## src/rtl/seq_sub_pkg.sv

```systemverilog
// Shared types and sizing helpers for the bit-serial subtractor.
package seq_sub_pkg;

  typedef enum logic [1:0] {
    IDLE,
    SHIFT,
    DONE
  } state_t;

  // Counter must represent 0..width so a WIDTH=1 build still gets one bit.
  function automatic int cnt_width(input int width);
    return $clog2(width + 1);
  endfunction

endpackage

```

## src/rtl/full_subtractor.sv

```systemverilog
// One-bit full subtractor cell: x - y - bin -> difference d, borrow bout.
module full_subtractor (
  input  logic x,
  input  logic y,
  input  logic bin,
  output logic d,
  output logic bout
);

  assign d    = x ^ y ^ bin;
  assign bout = (~x & y) | (~(x ^ y) & bin);

endmodule

```

## src/rtl/seq_subtractor.sv

```systemverilog
// Bit-serial subtractor: one full-subtractor cell reused LSB-first over WIDTH
// cycles, with valid/ready handshakes on both the operand and result sides.
module seq_subtractor
  import seq_sub_pkg::*;
#(
  parameter int WIDTH = 4
) (
  input  logic             clk,
  input  logic             rst_n,
  input  logic             in_valid,
  output logic             in_ready,
  input  logic [WIDTH-1:0] a,
  input  logic [WIDTH-1:0] b,
  input  logic             b_in,
  output logic             out_valid,
  input  logic             out_ready,
  output logic [WIDTH-1:0] diff,
  output logic             b_out
);

  localparam int            CW   = cnt_width(WIDTH);
  localparam logic [CW-1:0] LAST = CW'(WIDTH - 1);

  state_t           state;
  state_t           state_nxt;
  logic [WIDTH-1:0] a_sh;
  logic [WIDTH-1:0] b_sh;
  logic [WIDTH-1:0] diff_sh;
  logic             borrow;
  logic [CW-1:0]    cnt;
  logic             load;
  logic             shift;
  logic             bit_d;
  logic             bit_bout;

  full_subtractor u_fs (
    .x   (a_sh[0]),
    .y   (b_sh[0]),
    .bin (borrow),
    .d   (bit_d),
    .bout(bit_bout)
  );

  always_ff @(posedge clk or negedge rst_n) begin
    if (!rst_n) state <= IDLE;
    else        state <= state_nxt;
  end

  always_comb begin
    state_nxt = state;
    in_ready  = 1'b0;
    out_valid = 1'b0;
    load      = 1'b0;
    shift     = 1'b0;
    case (state)
      IDLE: begin
        in_ready = 1'b1;
        if (in_valid) begin
          load      = 1'b1;
          state_nxt = SHIFT;
        end
      end
      SHIFT: begin
        shift = 1'b1;
        if (cnt == LAST) state_nxt = DONE;
      end
      DONE: begin
        out_valid = 1'b1;
        if (out_ready) state_nxt = IDLE;
      end
      default: state_nxt = IDLE;
    endcase
  end

  // Result bits enter at the MSB so after WIDTH shifts bit 0 sits at the LSB.
  always_ff @(posedge clk or negedge rst_n) begin
    if (!rst_n) begin
      a_sh    <= '0;
      b_sh    <= '0;
      diff_sh <= '0;
      borrow  <= 1'b0;
      cnt     <= '0;
    end else if (load) begin
      a_sh    <= a;
      b_sh    <= b;
      diff_sh <= '0;
      borrow  <= b_in;
      cnt     <= '0;
    end else if (shift) begin
      a_sh    <= a_sh >> 1;
      b_sh    <= b_sh >> 1;
      diff_sh <= (diff_sh >> 1) | (WIDTH'(bit_d) << (WIDTH - 1));
      borrow  <= bit_bout;
      cnt     <= cnt + CW'(1);
    end
  end

  assign diff  = diff_sh;
  assign b_out = borrow;

endmodule

```

## config.mk

```make
export PLATFORM = sky130hd
export DESIGN_NAME = seq_subtractor
export DESIGN_NICKNAME = d
export VERILOG_FILES = /design/src/rtl/seq_sub_pkg.sv /design/src/rtl/full_subtractor.sv /design/src/rtl/seq_subtractor.sv
export SDC_FILE = /design/constraint.sdc
export NUM_CORES = 1
export LEC_CHECK = 0
export BUFFER_PORTS_ARGS = -buffer_cell sky130_fd_sc_hd__buf_2
export CAP_MARGIN = 5
export CORE_AREA = 4 4 47 49
export DETAILED_ROUTE_END_ITERATION = 6
export DIE_AREA = 0 0 51 53
export MAX_ROUTING_LAYER = met4
export PLACE_DENSITY_LB_ADDON = 0.05
export SLEW_MARGIN = 30
export SYNTH_ARGS = -nofsm -noshare
export SYNTH_HDL_FRONTEND = slang
export SYNTH_HIERARCHICAL = 1
export SYNTH_SLANG_ARGS = --single-unit
```

## constraint.sdc

```tcl
create_clock -name clk -period 2.5 [get_ports clk]
set_input_delay 0.25 -clock clk [delete_from_list [all_inputs] [get_ports clk]]
set_output_delay 0.25 -clock clk [all_outputs]
set_load 0.005 [all_outputs]
```

; Word-level counts from Yosys, hierarchy flattened
; Index checks and enable logic that the tools add are counted.
; Widths: inputs -> output; s select.
[word_totals]
register_bits = 18
wordCells = 43
input_bits = 13
output_inout_bits = 7
[op_classes]
n_eq_ne = 6
addsub = 1
n_mux = 19
n_bitwise = 8
n_reduce_logical = 3
[ops]
columns = op, n
row1 = $mux 4, 6
row2 = $mux 1, 7
row3 = $mux 2, 3
row4 = $mux 3, 2
row5 = $ne 2x2->1 const B, 3
row6 = $pmux 2 s3, 1
row7 = $or 3x4->4, 1
row8 = $add 3x1->3 const B, 1
row9 = $eq 3x2->1 const B, 1
row10 = $reduce_and 3->1, 1
row11 = $and 1x1->1, 2
row12 = $eq 2x1->1 const B, 1
row13 = $eq 2x2->1 const B, 1
row14 = $logic_not 2->1, 1
row15 = $not 1->1, 2
row16 = $reduce_bool 2->1, 1
row17 = $xor 1x1->1, 2
row18 = $or 1x1->1, 1

; Depth between registers and ports, before layout
[logic_depth]
depth_word = 6
depth_mapped = 4
mapped_depth_nobuf = 4

; By module
; Netlist, hierarchy kept.
[by_module_without_submodules]
columns = mod, instances, cells_per_inst, area_each_um2, seq_area_each_um2
row1 = seq_subtractor, 1, 64, 849.6, 450.4
row2 = full_subtractor, 1, 4, 31.3, 0.0

; Worst setup path before layout
; No wires, ideal clock.
[synth_path]
path_type = register to register
from = reg state[1]
to = reg a_sh[2]
stages_incl_launch_ff = 4
setup_ps = 123
period_less_slack_ps = 1294
slack_ps = 1206
path_buffers = 1
required_time_ps = 2377
arrival_time_ps = 1172
cell_sequence = dfrtp_1 -> buf_6 -> or4b_1 -> o221a_2
[synth_between]
elab_chain_len = 3
word_cells_on_any_way = 6
cone_classes = eq/ne (1) / mux (3) / reduce/logical (2)
[synth_lines]
columns = item, line_no
row1 = start: declaration, seq_subtractor.sv:24  ; state_t state;
row2 = start signal: assignment, seq_subtractor.sv:46  ; else state <= state_nxt;
row3 = $eq 2x1->1 or $logic_not 2->1 (tied branches), seq_subtractor.sv:55  ; case (state)
row4 = $mux 1, seq_subtractor.sv:55
row5 = $reduce_bool 2->1 (no line) or $mux 4 (tied branches), --
row6 = end signal: assignment, seq_subtractor.sv:90  ; a_sh <= a_sh >> 1;
row7 = end: declaration, seq_subtractor.sv:26  ; logic [WIDTH-1:0] a_sh;
; Parallel ways exist; a longest one is shown, timed or not.
; A chain may end at the register's enable or synchronous reset.

; Worst setup path in the final report
[layout_path]
from = reg state[1]
to = out out_valid
[layout_between]
elab_chain_len = 2
[layout_lines]
columns = item, line_no
row1 = $eq 2x2->1, seq_subtractor.sv:55
row2 = $mux 1, seq_subtractor.sv:55
row3 = end: declaration, seq_subtractor.sv:15  ; output logic out_valid,
; Every way passes these cells.

==> results.ini <==
[placement]
gp_congestion = 0.655
io_buffers = 19
dpl.hpwl_um = 1080

[grt]
grt_max_degree = 20
overflow = 0
grt_pass1_wl_um = 2470
antenna_found_initial = 0
grt_pass1_vias = 550
grt_use_total_pct = 12.8

[worst_setup_path]
cp_data_required_time_ps = 2250
startpoint_type = flip-flop
cp_slowest_cell = dfrtp_1
cp_top_family = flip-flops
cp_data_arrival_time_ps = 1240
max_stage_delay_ps = 610
worstPathCellList = nor2b_1 > buf_2
path_buf_inv = 1
crit_path_max_fanout = 18
crit_type = reg -> out
critPathCaptureType = primary output

[timing]
finClkSkew_ps = 3.51
rsz0062_at_grt = false
period_needed_ps = 1490
finalSetupViolCount = 0
finalCritPeriodShare_pct = 59.8
tns_ps = 0
fmax_mhz = 669
hold_ws_ps = 212
final_max_slew_viol_count = 0
max_slew_margin_pct = 68.7
worst_slew_pin_slew_ps = 469
report.final.hold_viol_count = 0

[die]
fp.dieW_um = 51
core-area_um2 = 1860
die_y_um = 53
num_rows = 16
die_area_um2 = 2700
ios = 20
initial_core_util_pct = 47.3

[synth]
synth_top_flop_cell = dfrtp_1
ys_seq_area_share_pct = 51.1
ys_ff_latch = 18
synth_top_area_share_pct = 51.1
syn-num-nets = 84
yosysTopAreaCell = dfrtp_1
synth_warnings = 6
synth-edff-count = 0
ys_types = 26
avgSynthCellArea_um2 = 13.0
async_flop_share_pct = 100
syn_area_um2 = 881
yosys-top-cells-area = dfrtp_1 51%, o221a_2 8.9%, or4b_1 8.0%, a22o_1 5.0%, and4bb_2 2.8%
synthCells = 68

[cells_and_area]
layout-drive-gt1-share_pct = 38.8
area_growth_pct = 13.8
regArea_um2 = 450
diodes = 0
multi_input_area_um2 = 372
final_cell_mix = 19 x buf_2, 18 x dfrtp_1, 7 x or4b_1, 7 x o221a_2
fillers = 180
layout_commonest_cell = buf_2
final_nets = 103

[clocking]
worstSkewPairLatency_ps = 280
path_clk_slew_ps = 90
cts_setup_buffers = 0
htreeDepth = 1
clk_path_buf_depth = 2
cts.sink_count = 18
cts_buffers = 3
cts-resized-gates = 0
cts-root-buf = clkbuf_4
cts_tree = yes

[min_path]
hold_path.class = in -> reg

[detailed_routing]
drc = 0
wl_met2_um = 712
ant_nets = 0
top_layer = met4
num_vias = 607
via_per_inst = 5.42
drtPass1Iterations = 4
routed_wl_um = 1530
drt_iter0_drc = 13
routed-wl-met3_um = 75
wl_per_cell_um = 13.6
wl_met1_um = 707

[power_and_ir_drop]
total_leakage_power_uw = 0.000480
power_density_nw_per_um2 = 1180
vdd_drop_max_mv = 0.639

[job]
drv_cap = 0

[status]
status = finished clean

==> registers in the layout (all words and copies together), names as in the netlist <==
name / flops
state: 2
a_sh: 4
diff: 4
b_sh: 4
cnt: 3
b_out: 1
==> power by group <==
part           switching, uW  internal, uW
logic                    201           292
registers                124           426
clock network           82.3          56.0
==> worst paths after layout <==
path                                 startpoint              endpoint  slack [ps]  depth (start not counted)
setup / recovery           state[1]$_DFFE_PN0P_             out_valid        1010                          2
hold / removal                        out_ready  state[1]$_DFFE_PN0P_         210                          3
setup reg to reg           state[0]$_DFFE_PN0P_   a_sh[2]$_DFFE_PN0P_        1120                          2
hold reg to reg              cnt[0]$_DFFE_PN0P_    cnt[0]$_DFFE_PN0P_         490                          1
max in group asynchronous                 rst_n    cnt[1]$_DFFE_PN0P_        1800                          2
min in group asynchronous                 rst_n   b_sh[1]$_DFFE_PN0P_         410                          2
==> worst reg2reg max path, delay by kind of cell, from the launching register on <==
family | cells | cell delay, ps
AO/OA/AOI/OAI | 1 | 340
flip-flops | 1 | 640
AND/OR/NAND/NOR | 1 | 300
==> cells in the mapped netlist, types with 2 or more instances <==
cell      number
ha_1           2
inv_1          5
a22o_1         5
nor3b_1        2
dfrtp_1       18
o221a_2        7
or4b_1         7
buf_4          2
buf_2          2
and4bb_2       2
==> through the flow <==
| step | total power (uW) | cell area, um2 | utilization [%] | instances | setup slack, ps |
|---|---|---|---|---|---|
| detailed placement | 1060 | 970 | 52.1 | 108 | 1110 |
| floorplan | 953 | 881 | - | 68 | 1210 |
| finish | 1180 | 1000 | 53.8 | 112 | 1010 |
| CTS | 1210 | 1000 | 53.8 | 112 | 993 |
| global placement | 1050 | 970 | 52.1 | 108 | 1140 |
| global route | 1290 | 1000 | 53.8 | 112 | 905 |
==> timing repair <==
item	in CTS	in global routing
hold buffers	1	0
setup endpoints to repair	0	0
hold endpoints to repair	18	0
==> cells by family (layout without fill, tap and decap cells) <==
logic type      Yosys count  count (layout)  share of synthesized area [%]
compound gates           19              19                           20.3
fa+ha+maj                 3               3                           5.11
buf+inv                  11              28                           6.68
flops                    18              18                           51.1
mux                       1               1                           1.14
simple gates             16              16                           15.6
==> per-layer routing <==
| layer | up-vias | GRT usage, % |
|---|---|---|
| met5 | - | - |
| met4 | 0 | 6.73 |
| met3 | 4 | 2.82 |
| met2 | 17 | 19.3 |
| met1 | 290 | 16.1 |
| li1 | 296 | - |
==> cell type report <==
type	instances	area share (%)
flip-flops and latches	18	44.9
multi-input cells	39	37.1
repair buffers	20	10.5
well taps	27	3.37
clock buffers	3	2.25
inverters	5	1.87
Note: power is estimated with default switching activity, not from simulation.
